<file path="config.mk">
export PLATFORM = sky130hd
export DESIGN_NAME = i2c_xfer_ctrl
export DESIGN_NICKNAME = d
export VERILOG_FILES = /design/src/rtl/i2c_xfer_pkg.sv /design/src/rtl/i2c_byte_fifo.sv /design/src/rtl/i2c_xfer_ctrl.sv
export SDC_FILE = /design/constraint.sdc
export NUM_CORES = 1
export LEC_CHECK = 0
export ABC_AREA = 1
export CAP_MARGIN = 10
export CELL_PAD_IN_SITES_DETAIL_PLACEMENT = 1
export CELL_PAD_IN_SITES_GLOBAL_PLACEMENT = 1
export CORE_MARGIN = 2
export CORE_UTILIZATION = 45
export DETAILED_ROUTE_END_ITERATION = 8
export MAX_ROUTING_LAYER = met4
export PLACE_DENSITY_LB_ADDON = 0.1
export SYNTH_ARGS = -nofsm -noshare
export SYNTH_HDL_FRONTEND = slang
export SYNTH_SLANG_ARGS = --single-unit
</file>
<file path="constraint.sdc">
create_clock -name clk -period 3.63 [get_ports clk]
set_clock_uncertainty 0.1 [all_clocks]
set_input_delay 0.363 -clock clk [delete_from_list [all_inputs] [get_ports clk]]
set_output_delay 0.363 -clock clk [all_outputs]
set_load 0.05 [all_outputs]
</file>
<file path="src/rtl/i2c_xfer_pkg.sv">
// Shared types for the I2C transfer controller: FSM state encoding and the
// completion status codes reported alongside o_done.
package i2c_xfer_pkg;

   typedef enum logic [2:0] {
      IDLE,
      START,
      XFER,
      STOP_WAIT,
      DONE
   } xfer_state_t;

   localparam logic [1:0] ERR_OK      = 2'd0;
   localparam logic [1:0] ERR_NACK    = 2'd1;
   localparam logic [1:0] ERR_BADREQ  = 2'd2;
   localparam logic [1:0] ERR_TIMEOUT = 2'd3;

endpackage

</file>
<file path="src/rtl/i2c_byte_fifo.sv">
// Show-ahead byte FIFO feeding the I2C master write data; supports a
// same-cycle push+pop while full and a whole-FIFO flush.
module i2c_byte_fifo #(
   parameter int G_DEPTH = 16
) (
   input  logic                       clk,
   input  logic                       rst_n,
   input  logic                       push,
   input  logic [7:0]                 din,
   input  logic                       pop,
   input  logic                       flush,
   output logic [7:0]                 dout,
   output logic                       full,
   output logic                       empty,
   output logic [$clog2(G_DEPTH):0]   level,
   output logic                       ovf
);
   localparam int AW = $clog2(G_DEPTH);
   localparam int LW = AW + 1;

   logic [7:0]    mem [G_DEPTH];
   logic [AW-1:0] wr_ptr;
   logic [AW-1:0] rd_ptr;
   logic          do_push;
   logic          do_pop;

   assign full    = (level == LW'(G_DEPTH));
   assign empty   = (level == '0);
   assign do_pop  = pop && !empty && !flush;
   // A pop frees a slot in the same cycle, so a push while full is still taken.
   assign do_push = push && !flush && (!full || do_pop);
   assign dout    = empty ? 8'h00 : mem[rd_ptr];

   always_ff @(posedge clk) begin
      if (do_push) mem[wr_ptr] <= din;
   end

   always_ff @(posedge clk or negedge rst_n) begin
      if (!rst_n) begin
         wr_ptr <= '0;
         rd_ptr <= '0;
         level  <= '0;
         ovf    <= 1'b0;
      end else begin
         ovf <= push && !flush && !do_push;
         if (flush) begin
            wr_ptr <= '0;
            rd_ptr <= '0;
            level  <= '0;
         end else begin
            if (do_push) wr_ptr <= wr_ptr + AW'(1);
            if (do_pop)  rd_ptr <= rd_ptr + AW'(1);
            case ({do_push, do_pop})
               2'b10:   level <= level + LW'(1);
               2'b01:   level <= level - LW'(1);
               default: level <= level;
            endcase
         end
      end
   end

endmodule

</file>
<file path="src/rtl/i2c_xfer_ctrl.sv">
// Host-side transaction controller for the I2C master: buffers write bytes,
// launches one transfer per request and reports a single completion status.
module i2c_xfer_ctrl
   import i2c_xfer_pkg::*;
#(
   parameter int G_FIFO_DEPTH     = 16,
   parameter int G_STOP_CYCLES    = 64,
   parameter int G_TIMEOUT_CYCLES = 100000
) (
   input  logic                            clk,
   input  logic                            rst_n,
   input  logic                            i_wr_push,
   input  logic [7:0]                      i_wr_byte,
   output logic                            o_wr_full,
   output logic [$clog2(G_FIFO_DEPTH):0]   o_wr_level,
   output logic                            o_wr_ovf,
   input  logic                            i_req,
   input  logic                            i_req_rw,
   input  logic [6:0]                      i_req_addr,
   input  logic [7:0]                      i_req_nb,
   output logic                            o_busy,
   output logic                            o_done,
   output logic [1:0]                      o_err_code,
   output logic [7:0]                      o_rd_byte,
   output logic                            o_rd_valid,
   output logic                            o_start,
   output logic                            o_rw,
   output logic [6:0]                      o_chip_addr,
   output logic [7:0]                      o_nb_data,
   output logic [7:0]                      o_wdata,
   input  logic [7:0]                      i_rdata,
   input  logic                            i_rdata_valid,
   input  logic                            i_next_wdata_rdy,
   input  logic                            i_sack_error
);
   localparam int SW = $clog2(G_STOP_CYCLES + 1);
   localparam int TW = $clog2(G_TIMEOUT_CYCLES + 1);

   xfer_state_t   state;
   logic [7:0]    byte_cnt;
   logic [SW-1:0] stop_cnt;
   logic [TW-1:0] to_cnt;
   logic          hs;
   logic          nack_hit;
   logic          timeout_hit;
   logic          req_bad;
   logic          fifo_pop;
   logic          fifo_flush;
   logic          fifo_empty;

   always_comb begin
      hs          = o_rw ? i_rdata_valid : i_next_wdata_rdy;
      nack_hit    = i_sack_error && (state == START || state == XFER || state == STOP_WAIT);
      timeout_hit = (state == XFER) && !hs && (to_cnt == TW'(G_TIMEOUT_CYCLES - 1));
      // Validity uses the registered level, so a same-cycle push cannot rescue a short request.
      req_bad     = (i_req_nb == 8'd0) || (!i_req_rw && ({1'b0, i_req_nb} > 9'(o_wr_level)));
      fifo_pop    = (state == XFER) && !o_rw && i_next_wdata_rdy && !fifo_empty;
      fifo_flush  = nack_hit || timeout_hit;
   end

   i2c_byte_fifo #(.G_DEPTH(G_FIFO_DEPTH)) u_fifo (
      .clk   (clk),
      .rst_n (rst_n),
      .push  (i_wr_push),
      .din   (i_wr_byte),
      .pop   (fifo_pop),
      .flush (fifo_flush),
      .dout  (o_wdata),
      .full  (o_wr_full),
      .empty (fifo_empty),
      .level (o_wr_level),
      .ovf   (o_wr_ovf)
   );

   always_ff @(posedge clk or negedge rst_n) begin
      if (!rst_n) begin
         state       <= IDLE;
         o_start     <= 1'b0;
         o_busy      <= 1'b0;
         o_done      <= 1'b0;
         o_err_code  <= ERR_OK;
         o_rd_byte   <= 8'h00;
         o_rd_valid  <= 1'b0;
         o_rw        <= 1'b0;
         o_chip_addr <= 7'h00;
         o_nb_data   <= 8'h00;
         byte_cnt    <= 8'h00;
         stop_cnt    <= '0;
         to_cnt      <= '0;
      end else begin
         o_start    <= 1'b0;
         o_done     <= 1'b0;
         o_rd_valid <= 1'b0;
         if (nack_hit) begin
            state      <= DONE;
            o_done     <= 1'b1;
            o_err_code <= ERR_NACK;
         end else begin
            case (state)
               IDLE: begin
                  if (i_req) begin
                     o_rw        <= i_req_rw;
                     o_chip_addr <= i_req_addr;
                     o_nb_data   <= i_req_nb;
                     if (req_bad) begin
                        state      <= DONE;
                        o_done     <= 1'b1;
                        o_err_code <= ERR_BADREQ;
                     end else begin
                        state    <= START;
                        o_start  <= 1'b1;
                        o_busy   <= 1'b1;
                        byte_cnt <= 8'h00;
                        to_cnt   <= '0;
                     end
                  end
               end
               START: state <= XFER;
               XFER: begin
                  if (timeout_hit) begin
                     state      <= DONE;
                     o_done     <= 1'b1;
                     o_err_code <= ERR_TIMEOUT;
                  end else if (hs) begin
                     to_cnt   <= '0;
                     byte_cnt <= byte_cnt + 8'd1;
                     if (o_rw) begin
                        o_rd_byte  <= i_rdata;
                        o_rd_valid <= 1'b1;
                     end
                     if (byte_cnt + 8'd1 == o_nb_data) begin
                        state    <= STOP_WAIT;
                        stop_cnt <= '0;
                     end
                  end else begin
                     to_cnt <= to_cnt + TW'(1);
                  end
               end
               STOP_WAIT: begin
                  if (stop_cnt == SW'(G_STOP_CYCLES - 1)) begin
                     state      <= DONE;
                     o_done     <= 1'b1;
                     o_err_code <= ERR_OK;
                  end else begin
                     stop_cnt <= stop_cnt + SW'(1);
                  end
               end
               DONE: begin
                  state  <= IDLE;
                  o_busy <= 1'b0;
               end
               default: state <= IDLE;
            endcase
         end
      end
   end

endmodule

</file>
==> impl_results.md <==
* Filler cells at 2,358
* Routed Wire Length at 26.8 mm
* CTS clk-pin slew, worst paths at 0.07 ns
* Final setup fails at 0
* Hold depth at 3
* First-pass GRT wire length at 42.4 mm
* Multi-input logic area at 3460 µm²
* N_diodes at 0
* WHS at 0.286 ns
* Layout cells sized above 1 at 9.71%
* Worst-Margin Slew at 0.952 ns
* CP Launch Type: flop
* CP Capture Type: output port
* Placed Area at 10,900 µm²
* Min Tclk post-route at 3.31 ns
* Total global-route track usage at 24.9%
* Post-route antenna net violation count at 0
* Initial antenna violation count at 0
* WP data arrival at 2.85 ns
* R2r startpoint: to_cnt[0]
* Die Ht at 151 µm
* Per-cell routed wire length at 19.2 µm
* CTS tree: done
* Endpoints failing hold at 0
* Synth Flop Type: edfxtp_1
* Core area at 21,100 µm²
* R2R depth at 19
* Initial drt markers at 414
* Vias in the first global route at 8,000
* Final Cell Area at 11,800 µm²
* Setup TNS at 0 ns
* Max IR drop VDD at 0.413 mV
* Slowest-stage cell, CP: nand2_1
* IO Port Bufs at 83
* Layout Area Growth over Synthesis at 21.1%
* Crit Path Category: reg -> out
* Hold_sp: i_req_addr[1]
* Register area at 5820 µm²
* Largest net degree at the start of global routing at 71
* Later-pin clock latency in the skew report at 0.52 ns
* Drc violations at 0
* Worst path cell trace: nand2_1 > o221ai_1 > nor2_1 > a211oi_1 > buf_4
* DR vias at 7,587
* Crit path launch: u_fifo.rd_ptr[2]
* Yosys warnings at 0
* Sequential fraction of the synthesis area at 59.9%
* Worst rel slew slack at 36.5%
* Root Buffer: clkbuf_16
* Row Count at 53
* FMAX at 302 MHz
* Die X at 151 µm
* Via density at 5.43
* Final-stage net count at 1,160
* Post-CTS Setup Inserts at 0
* Commonest non-fill, non-tap cell in the layout: nand2_1
* Hold crit path type: in -> reg
* RSZ-0062 raised after global routing: no
* Final HPWL DP at 17.8 mm
* Mapped Area at 9710 µm²
* Leakage at 4.74 nW
* Most frequent cells in the layout: 273 x nand2_1, 128 x edfxtp_1, 78 x dfrtp_1, 74 x clkdlybuf4s50_1, 73 x nor2_1
* Max Transition Viols Final at 0
* TritonCTS Buffers at 24
* Seq cells post-synth at 207
* Total power at 9.14 mW
* Placer Congestion at 0.860
* Die area at 22,800 µm²
* Outcome: completed
* PD cells at 777 nW/µm²
* Initial Util at 46.1%
* Synth Instances at 997
* Clock Sinks at 207
* IO Count at 84
* # H-tree levels at 1
* Grt ovf at 0
* Async set-reset flop share out of synthesis at 38.2%
* Synth cell types at 45
* Number of max-cap violations at 0
* Number of synthesized flops with an enable pin at 128
* Final period util at 91.2%
* DR pass1 iterations at 5
* CP Data Required Time at 3.17 ns
* Longest Clk Path Bufs at 3
* Mean area per synthesized cell at 9.74 µm²
* Post-Syn Nets at 1,053
* CP Max Fanout at 17
* Max incr delay on CP at 0.63 ns
-- path summary, 6_finish.rpt --
check	to	slack, ns
max in group asynchronous	u_fifo.wr_ptr[0]	2.26
worst max-delay path	o_wdata[2]	0.32
worst min register to register	o_chip_addr[4]	0.37
worst max register to register	u_fifo.level[4]	0.52
worst min-delay path	o_chip_addr[1]	0.29
min in group asynchronous	o_nb_data[5]	0.43
-- where the power goes --
part           switching (mW)  internal (mW)  total, mW
combinational            2.47           1.05       3.52
sequential              0.281           2.86       3.14
clock                   0.962           1.51       2.48
total                    3.72           5.42       9.14
-- critical path: cells and delay by family (launching register included) --
family / cells / cell delay (ns)
flip-flops: 1 / 0.62
buffers and inverters: 1 / 0.24
AND/OR/NAND/NOR: 2 / 0.78
AO/OA/AOI/OAI: 2 / 0.68
-- logic make-up after synthesis --
| family | share of synthesized area, % |
|---|---|
| buf+inv | 4.48 |
| flops | 59.9 |
| mux | 0.825 |
| fa+ha+maj | 2.27 |
| xor+xnor | 0.812 |
| compound gates | 9.77 |
| simple gates | 21.9 |
-- sequential cells by signal, summed over array words and instances (netlist names) --
| name | cells |
|---|---|
| o_nb_data | 8 |
| o_err_code | 2 |
| o_chip_addr | 7 |
| u_fifo.rd_ptr | 4 |
| u_fifo.wr_ptr | 4 |
| u_fifo.level | 5 |
| to_cnt | 17 |
| byte_cnt | 8 |
| o_start | 1 |
| o_done | 1 |
| state | 3 |
| o_busy | 1 |
| o_rw | 1 |
| stop_cnt | 7 |
| o_rd_valid | 1 |
| u_fifo.ovf | 1 |
| o_rd_byte | 8 |
| u_fifo.mem | 128 |
-- layout make-up --
class	count	area share, %
multi-input cells	680	29.4
inverters	78	2.49
clock buffers	32	5.71
flip-flops and latches	207	49.5
well taps	275	2.92
repair buffers	113	8.81
clock inverters	12	1.20
-- through the flow --
| stage | util [%] | instances | setup slack (ns) |
|---|---|---|---|
| after CTS | 55.8 | 1397 | 0.333 |
| after detailed placement | 51.9 | 1352 | 0.345 |
| after floorplan | - | 997 | 0.739 |
| after global placement | 51.9 | 1352 | 0.414 |
| after global routing | 55.8 | 1397 | 0.184 |
| final | 55.8 | 1397 | 0.321 |
-- cell usage after synthesis (3+ instances only) --
cell	number	area (µm²)
nand3b_1	4	30.0
a21boi_0	8	60.1
nand2_1	273	1020
inv_1	70	263
edfxtp_1	128	3840
nand4_1	18	113
nor3_1	40	200
buf_2	12	60.1
ha_1	16	200
o22ai_1	8	50.1
dfrtp_1	79	1980
o21ai_1	24	120
o221ai_1	8	70.1
a221oi_1	8	70.1
inv_2	6	22.5
nand2_2	8	50.1
nand3_2	3	30.0
nand3_1	51	255
o21ai_0	42	210
nor2_1	73	274
a21oi_1	45	225
xnor2_1	4	35.0
a211oi_1	8	60.1
nor3b_1	3	22.5
clkbuf_1	17	63.8
xor2_1	5	43.8
mux2i_1	8	80.1
or2_2	3	18.8
-- repair_timing --
| item | in CTS | in global routing |
|---|---|---|
| hold buffers | 1 | 0 |
| resized for setup | 0 | 0 |
| hold endpoints to repair | 69 | 0 |
-- layer usage --
layer	track usage, %	wire [µm]
met1	30.0	11100
met2	43.9	13900
met3	3.07	1010
met4	7.52	777
met5	-	0
Note: power is estimated with default switching activity, not from simulation.
